==> src/rtl/ptp_slave_exchange.sv <==
`default_nettype none
// ============================================================================
// Module   : ptp_slave_exchange
// Purpose  : Slave-side PTP exchange sequencer. Turns sync / delay-response
//            strobes from the packet path into a delay-request trigger and
//            the four-timestamp strobes used by the clock-synchronisation
//            block. Idle while the node is master (m_or_s = 1).
// Ports    : clk, reset (async, active low)
//            m_or_s              1 = master (block held idle), 0 = slave
//            timer[47:0]         local time {ms, cyc}, cyc wraps at 124999
//            rx_sync_valid/ts    sync received, carries t1
//            tx_req_done         delay-request has left the port
//            rx_resp_valid/ts    delay-response received, carries t4
//            send_req_pkt        one-cycle delay-request trigger
//            ts_1_valid/ts_1     t1 strobe and value
//            ts_2_record         downstream latches its timer as t2
//            ts_3_valid/ts_3     t3 strobe and value
//            ts_4_valid/ts_4     t4 strobe and value
//            status_ok           all four timestamps valid
//            timeout_err         exchange aborted (timeout / bad timestamp)
//            overrun_err         sync restarted an open exchange
//            exch_cnt[31:0]      completed exchanges, wrapping
// Options  : PTP_TS_RANGE_CHECK_EN - reject t1/t4 whose cycle field > 124999
// Revision : 1.0 - initial release
// ============================================================================
module ptp_slave_exchange #(
    parameter logic [16:0] RESP_TIMEOUT = 17'd124999,
    parameter logic [7:0]  REQ_GAP      = 8'd16
) (
    input  wire         clk,
    input  wire         reset,
    input  wire         m_or_s,
    input  wire  [47:0] timer,
    input  wire         rx_sync_valid,
    input  wire  [47:0] rx_sync_ts,
    input  wire         tx_req_done,
    input  wire         rx_resp_valid,
    input  wire  [47:0] rx_resp_ts,
    output logic        send_req_pkt,
    output logic        ts_1_valid,
    output logic [47:0] ts_1,
    output logic        ts_2_record,
    output logic        ts_3_valid,
    output logic [47:0] ts_3,
    output logic        ts_4_valid,
    output logic [47:0] ts_4,
    output logic        status_ok,
    output logic        timeout_err,
    output logic        overrun_err,
    output logic [31:0] exch_cnt
);

    localparam logic [2:0]  c_ST_IDLE      = 3'd0;
    localparam logic [2:0]  c_ST_GAP       = 3'd1;
    localparam logic [2:0]  c_ST_REQ       = 3'd2;
    localparam logic [2:0]  c_ST_WAIT_TX   = 3'd3;
    localparam logic [2:0]  c_ST_WAIT_RESP = 3'd4;
    localparam logic [2:0]  c_ST_DONE      = 3'd5;
    localparam logic [16:0] c_CYC_MAX      = 17'd124999;

    logic [2:0]  r_state;
    logic [7:0]  r_gap_cnt;
    logic [16:0] r_to_cnt;
    logic        r_send, r_ts1_v, r_ts2_rec, r_ts3_v, r_ts4_v;
    logic        r_ok, r_tout, r_ovr;
    logic [47:0] r_ts_1, r_ts_3, r_ts_4;
    logic [31:0] r_exch_cnt;

    logic [2:0]  w_state_nxt;
    logic [7:0]  w_gap_nxt;
    logic [16:0] w_to_nxt;
    logic        w_send, w_ts1_v, w_ts3_v, w_ts4_v, w_ok, w_tout, w_ovr;
    logic        w_t1_bad, w_t4_bad;

`ifdef PTP_TS_RANGE_CHECK_EN
    assign w_t1_bad = (rx_sync_ts[16:0] > c_CYC_MAX);
    assign w_t4_bad = (rx_resp_ts[16:0] > c_CYC_MAX);
`else
    assign w_t1_bad = 1'b0;
    assign w_t4_bad = 1'b0;
`endif

    always_comb begin
        w_state_nxt = r_state;
        w_gap_nxt   = r_gap_cnt;
        w_to_nxt    = r_to_cnt;
        w_send      = 1'b0;
        w_ts1_v     = 1'b0;
        w_ts3_v     = 1'b0;
        w_ts4_v     = 1'b0;
        w_ok        = 1'b0;
        w_tout      = 1'b0;
        w_ovr       = 1'b0;
        if (m_or_s) begin
            // Master node: drop any open exchange, never strobe.
            w_state_nxt = c_ST_IDLE;
        end else if (rx_sync_valid) begin
            // A sync always (re)starts the exchange, beating any
            // simultaneous tx-done / response or a pending timeout.
            w_ovr = (r_state != c_ST_IDLE);
            if (w_t1_bad) begin
                w_tout      = 1'b1;
                w_state_nxt = c_ST_IDLE;
            end else begin
                w_ts1_v     = 1'b1;
                // GAP lasts REQ_GAP cycles: counts REQ_GAP-1 down to 0.
                w_gap_nxt   = REQ_GAP - 8'd1;
                w_state_nxt = c_ST_GAP;
            end
        end else begin
            case (r_state)
                c_ST_IDLE: ;
                c_ST_GAP: begin
                    if (r_gap_cnt == 8'd0) w_state_nxt = c_ST_REQ;
                    else                   w_gap_nxt   = r_gap_cnt - 8'd1;
                end
                c_ST_REQ: begin
                    w_send      = 1'b1;
                    w_to_nxt    = 17'd0;
                    w_state_nxt = c_ST_WAIT_TX;
                end
                c_ST_WAIT_TX: begin
                    // One counter spans both wait states.
                    w_to_nxt = r_to_cnt + 17'd1;
                    if (r_to_cnt == RESP_TIMEOUT) begin
                        w_tout      = 1'b1;
                        w_state_nxt = c_ST_IDLE;
                    end else if (tx_req_done) begin
                        w_ts3_v     = 1'b1;
                        w_state_nxt = c_ST_WAIT_RESP;
                    end
                end
                c_ST_WAIT_RESP: begin
                    w_to_nxt = r_to_cnt + 17'd1;
                    if (r_to_cnt == RESP_TIMEOUT) begin
                        w_tout      = 1'b1;
                        w_state_nxt = c_ST_IDLE;
                    end else if (rx_resp_valid) begin
                        if (w_t4_bad) begin
                            w_tout      = 1'b1;
                            w_state_nxt = c_ST_IDLE;
                        end else begin
                            w_ts4_v     = 1'b1;
                            w_state_nxt = c_ST_DONE;
                        end
                    end
                end
                c_ST_DONE: begin
                    w_ok        = 1'b1;
                    w_state_nxt = c_ST_IDLE;
                end
                default: w_state_nxt = c_ST_IDLE;
            endcase
        end
    end

    always_ff @(posedge clk or negedge reset) begin
        if (!reset) begin
            r_state    <= c_ST_IDLE;
            r_gap_cnt  <= 8'd0;
            r_to_cnt   <= 17'd0;
            r_send     <= 1'b0;
            r_ts1_v    <= 1'b0;
            r_ts2_rec  <= 1'b0;
            r_ts3_v    <= 1'b0;
            r_ts4_v    <= 1'b0;
            r_ok       <= 1'b0;
            r_tout     <= 1'b0;
            r_ovr      <= 1'b0;
            r_ts_1     <= 48'd0;
            r_ts_3     <= 48'd0;
            r_ts_4     <= 48'd0;
            r_exch_cnt <= 32'd0;
        end else begin
            r_state   <= w_state_nxt;
            r_gap_cnt <= w_gap_nxt;
            r_to_cnt  <= w_to_nxt;
            r_send    <= w_send;
            r_ts1_v   <= w_ts1_v;
            r_ts2_rec <= w_ts1_v;
            r_ts3_v   <= w_ts3_v;
            r_ts4_v   <= w_ts4_v;
            r_ok      <= w_ok;
            r_tout    <= w_tout;
            r_ovr     <= w_ovr;
            if (w_ts1_v) r_ts_1     <= rx_sync_ts;
            if (w_ts3_v) r_ts_3     <= timer;
            if (w_ts4_v) r_ts_4     <= rx_resp_ts;
            if (w_ok)    r_exch_cnt <= r_exch_cnt + 32'd1;
        end
    end

    assign send_req_pkt = r_send;
    assign ts_1_valid   = r_ts1_v;
    assign ts_1         = r_ts_1;
    assign ts_2_record  = r_ts2_rec;
    assign ts_3_valid   = r_ts3_v;
    assign ts_3         = r_ts_3;
    assign ts_4_valid   = r_ts4_v;
    assign ts_4         = r_ts_4;
    assign status_ok    = r_ok;
    assign timeout_err  = r_tout;
    assign overrun_err  = r_ovr;
    assign exch_cnt     = r_exch_cnt;

endmodule
`default_nettype wire

==> config.mk <==
export PLATFORM = sky130hd
export DESIGN_NAME = ptp_slave_exchange
export DESIGN_NICKNAME = d
export VERILOG_FILES = /design/src/rtl/ptp_slave_exchange.sv
export SDC_FILE = /design/constraint.sdc
export NUM_CORES = 1
export LEC_CHECK = 0
export CORE_ASPECT_RATIO = 0.5
export CORE_MARGIN = 2
export CORE_UTILIZATION = 44
export CTS_CLUSTER_DIAMETER = 30
export DETAILED_ROUTE_END_ITERATION = 8
export GPL_TIMING_DRIVEN = 0
export PLACE_DENSITY_LB_ADDON = 0.15
export SLEW_MARGIN = 0
export SYNTH_ARGS = -nofsm -noshare
export SYNTH_HDL_FRONTEND = slang
export SYNTH_SLANG_ARGS = --single-unit
==> constraint.sdc <==
create_clock -name clk -period 2.22 [get_ports clk]
set_input_delay 0.444 -clock clk [delete_from_list [all_inputs] [get_ports clk]]
set_output_delay 0.444 -clock clk [all_outputs]
set_load 0.01 [all_outputs]
# [After elaboration in Yosys (flattened, before gate mapping)]
# Index checks and enable logic that the tools add are counted.
[classes] eq_ne=11 add_sub_neg=3 mux=36 bitwise=2 reduce_logical=9
[op_table] operator="$pmux W17 S2" count=1
[op_table] operator="$add A32 B1 Y32 const B" count=1
[op_table] operator="$mux W1" count=24
[op_table] operator="$mux W8" count=3
[op_table] operator="$mux W3" count=7
[op_table] operator="$add A17 B1 Y17 const B" count=1
[op_table] operator="$eq A17 B17 Y1 const B" count=1
[op_table] operator="$pmux W3 S5" count=1
[op_table] operator="$ne A5 B5 Y1 const B" count=2
[op_table] operator="$logic_not A8 Y1" count=1
[op_table] operator="$sub A8 B1 Y8 const B" count=1
[op_table] operator="$eq A3 B2 Y1 const B" count=2
[op_table] operator="$eq A3 B3 Y1 const B" count=2
[op_table] operator="$reduce_and A3 Y1" count=2
[op_table] operator="$ne A4 B4 Y1 const B" count=1
[op_table] operator="$reduce_and A4 Y1" count=1
[op_table] operator="$reduce_bool A2 Y1" count=2
[op_table] operator="$eq A3 B1 Y1 const B" count=1
[op_table] operator="$logic_not A3 Y1" count=1
[op_table] operator="$ne A3 B3 Y1 const B" count=1
[op_table] operator="$reduce_bool A3 Y1" count=1
[op_table] operator="$ne A2 B2 Y1 const B" count=1
[op_table] operator="$not A1 Y1" count=2
[op_table] operator="$reduce_or A2 Y1" count=1
[totals] register_bits=211 out_inout_bits=184 word_cells=75

# [Logic depth before layout (Yosys ltp)]
[logic_depth] ltp_word=5 mapped_depth=7 depth_no_buf=6

# [Worst setup path after synthesis]
# Ideal clock, no wire load.
[synth_timing] kind="flip-flop to flip-flop" startpoint="register r_to_cnt[0]" endpoint="register r_ts_4[38], in the netlist ts_4[38]" path_buffers=2 setup_ns=0.127 t_arrival_ns=1.834 t_required_ns=2.093 path_stages_with_launch=8 path_slack_ns=0.258 cell_sequence="dfrtp_1 ha_1 nor4b_1 nand4_1 nand4_1 buf_4 buf_6 mux2_1"
[synth_via] elab_chain_cells=5
[synth_lines] element="start, declared" line_no="63" text="logic [16:0] r_to_cnt;"
[synth_lines] element="start signal, assigned" line_no="177" text="r_to_cnt <= w_to_nxt;"
[synth_lines] element="$eq A17 B17 Y1" line_no="135" text="if (r_to_cnt == RESP_TIMEOUT) begin"
[synth_lines] element="$mux W1" line_no="135"
[synth_lines] element="$mux W1" line_no="111" text="case (r_state)"
[synth_lines] element="$mux W1" line_no="97" text="end else if (rx_sync_valid) begin"
[synth_lines] element="$mux W1" line_no="94" text="if (m_or_s) begin"
[synth_lines] element="end signal, assigned" line_no="188" text="if (w_ts4_v) r_ts_4 <= rx_resp_ts;"
[synth_lines] element="end, declared" line_no="66" text="logic [47:0] r_ts_1, r_ts_3, r_ts_4;"
# Every way passes these cells.
# A chain may end at the register's enable or synchronous reset.

# [Final worst setup path]
[layout_timing] startpoint="register r_to_cnt[0]" endpoint="register r_ts_4[39], in the netlist ts_4[39]"
# Same word-level chain as after synthesis.

==> run metrics <==
Final setup violation count=0; ranking of synthesized cells by instance count=211 x sky130_fd_sc_hd__dfrtp_1, 136 x sky130_fd_sc_hd__mux2_2, 26 x sky130_fd_sc_hd__nand2_1; number of clock sinks seen by CTS=211; r2r worst-path depth=9; TritonRoute pass-1 iters=4; Syn-to-layout area delta=57.7%; dominant cell by count in the synthesized netlist=sky130_fd_sc_hd__dfrtp_1; Synth Area per Inst=between 10 and 15 µm²; first-pass GRT wire length=34600 µm; worst supply voltage drop on vdd=~0.57 mV; number of unique standard cell types used by synthesis=57; fraction of layout cells with a size suffix above 1=0.223; CTS Buffer Depth=3; global routing usage summed across all routing layers=0.208; final net count=1172; f_max=469 MHz; cts bufs inserted=36; global placement routability congestion=between 0.8 and 0.9; run status=finished, final reports clean; Top Ports=334; power density over cell area=roughly 800 nW/µm²; Final period util=0.961; library cell occupying the most area in the post-synthesis netlist=sky130_fd_sc_hd__dfrtp_1; Post-Syn Area=8700 µm²; CP delay by family, top=buffers and inverters; DPL Wire Length=15900 µm; placement row count=36; path class of the lowest-slack min-delay path=in -> async; max-capacitance violation count=0; Yosys warning count=0; leading register cell type out of synthesis=sky130_fd_sc_hd__dfrtp_1; endpoint class of the critical path=flop; combined flip-flop and latch cell area=5280 µm²; Worst setup SP type=flop; beginning of the worst register-to-register path=r_to_cnt[0]; biggest area contributors in the synthesized netlist=sky130_fd_sc_hd__dfrtp_1 61%, sky130_fd_sc_hd__mux2_2 18%, sky130_fd_sc_hd__xor2_1 2.2%, sky130_fd_sc_hd__mux2_1 1.2%, sky130_fd_sc_hd__nand2_1 1.1%; Starting DRT DRC Count=200; power consumption=10.7 mW; Vias=about 6600; antenna violations before repair=0; per-cell routed wire length=17.3 µm; average vias per placed instance=5.08; biggest fanout along the worst timing path=10; leak pwr=6.22 nW; required time at the worst-slack endpoint=2.58 ns; number of port buffers=332; die area=21000 µm²; number of H-tree branching levels=2; tightest slew margin relative to the limit=0.448; Async SR Flop Fraction=1.00; CTS tree=yes; core area=19400 µm²; worst hold margin=0.00481 ns; initial core utilization=0.448; Die Width=203 µm; Inst Count DP=1240; total count of max-transition violations in the final report=0; slowest stage delay, CP=roughly 0.42 ns; total length of routed wires=~23000 µm; Skew-Pair Late Insertion Delay=0.49 ns; Mapped Cells=641; min Tclk post-route=2.13 ns; share of Yosys cell area claimed by the top area cell type=0.607; Crit Path Category=reg -> reg; r2r setup slk=0.09 ns; number of global-route vias before repair=6767; CTS root buffer=sky130_fd_sc_hd__clkbuf_16; maximum number of pins on one net before global-route repair=~110; number of fill cells in the layout=1382; total buffers and inverters traversed by the critical path=4; endpoint of the lowest-slack register-to-register path=ts_4[39]; worst clock skew=0.0123 ns; count of flip-flops with a built-in enable after synthesis=0; area of the multi-input gates=3240 µm²; antenna diode count=0; vertical extent of the die=103 µm; grt total ovfl=0; worst path arrival time=2.50 ns; total nets after synthesis=795; clock slew at reported path FFs=around 0.050 ns; Slowest cell on crit path=sky130_fd_sc_hd__dfrtp_1; Residual DRC=0; Final ANT Viol Nets=0; Worst Tran Pin Value=0.829 ns; portion of the post-synthesis area used by sequential elements=0.607; CP cell instances=ha_4 -> nor4b_2 -> nand4_1 -> buf_4 -> nand4_1 -> buf_4 -> buf_6 -> buf_6 -> mux2_1; number of buffers inserted for hold repair after clock tree synthesis=0; non-filler cells, final=about 1300; hold violation total from the final report=0; synthesized flop and latch total=around 210
metal layers:
| metal | track usage | vias up | wire [µm] |
|---|---|---|---|
| li1 | - | 3072 | - |
| met4 | 0.0606 | 0 | 407 |
| met2 | 0.355 | 222 | 11300 |
| met5 | 0 | - | 0 |
| met1 | 0.257 | 3323 | 9180 |
| met3 | 0.0708 | 30 | 1700 |
worst reg2reg max path, cell delays in order, from the launching register on:
cell and delay [ns]:
sky130_fd_sc_hd__dfrtp_1 0.42, sky130_fd_sc_hd__ha_4 0.19, sky130_fd_sc_hd__nor4b_2 0.21, sky130_fd_sc_hd__nand4_1 0.13
sky130_fd_sc_hd__buf_4 0.18, sky130_fd_sc_hd__nand4_1 0.07, sky130_fd_sc_hd__buf_4 0.16, sky130_fd_sc_hd__buf_6 0.16
sky130_fd_sc_hd__buf_6 0.17, sky130_fd_sc_hd__mux2_1 0.34
metrics by stage:
step	setup TNS, ns	worst slack, ns	cell area (µm²)	utilization
6_report	0	0.0873	13700	0.707
5_1_grt	-0.0603	-0.0178	13700	0.707
4_1_cts	0	0.0170	13700	0.704
3_5_place_dp	-31.48	-0.321	12400	0.638
3_3_place_gp	-1751.28	-8.20	12400	0.637
2_1_floorplan	0	0.258	8700	-
cells by family (layout without fill, tap and decap cells):
logic type	after synthesis	count (layout)	share of synthesized area
XOR/XNOR	33	33	0.0332
adder cells (fa/ha/maj)	4	4	0.00575
AO/OA/AOI/OAI	50	50	0.0381
multiplexers	148	148	0.191
buffers and inverters	46	447	0.0247
AND/OR/NAND/NOR	149	149	0.100
flip-flops	211	211	0.607
flip-flops by register name, summed over array words and instances (netlist names), 3 cells and up:
register   count
exch_cnt      32
ts_4          48
r_gap_cnt      8
ts_3          48
r_to_cnt      17
r_state        3
ts_1          48
report_power, final:
group,switching (mW),internal (mW),leakage (nW),total [mW]
clock,1.85,3.75,0.606,5.60
combinational,0.350,0.618,2.83,0.968
sequential,0.103,4.02,2.79,4.12
total,2.31,8.38,6.22,10.7
area by class of cell:
| cell class | count | share of cell area |
|---|---|---|
| clock buffer | 50 | 0.0790 |
| multi-input combinational | 384 | 0.236 |
| buffer | 29 | 0.0113 |
| sequential | 211 | 0.385 |
| tap | 266 | 0.0243 |
| clock inverter | 12 | 0.0117 |
| inverter | 17 | 0.00465 |
| timing repair buffer | 339 | 0.248 |
how the worst max path moves through the flow:
stage,slack [ns],startpoint,to,cells past startpoint
global route,-0.02,r_to_cnt[0],ts_4[39],9
floorplan,0.26,r_to_cnt[0],ts_4[38],7
detailed placement,-0.32,rx_sync_valid,ts_4[39],6
CTS,0.02,r_to_cnt[0],ts_4[39],8
global placement,-8.20,reset,ts_4[41],1
finish,0.09,r_to_cnt[0],ts_4[39],9
cells in the final DEF (no fill, tap or decap), drive strengths merged, types with 3 or more instances in the layout:
master / instances
clkdlybuf4s50: 331
dfrtp: 211
mux2: 145
clkbuf: 61
nand2: 26
buf: 26
xor2: 22
nor2: 19
nand3: 19
inv: 17
nor3: 14
nor4: 13
a21oi: 13
nand4: 12
xnor2: 11
o21ai: 10
and4: 8
and3: 6
or3: 6
clkinv: 6
o31ai: 4
o211ai: 4
or4: 4
ha: 4
nor3b: 4
and2: 3
a31oi: 3
mux2i: 3
bufinv: 3
clkinvlp: 3
nor4b: 3
timing repair:
item / CTS / global route
endpoints found under the setup margin: 96 / 86
buffers inserted: 3 / 3
pin swaps: 2 / 1
resized for setup: 3 / 5
Note: power is estimated with default switching activity, not from simulation.
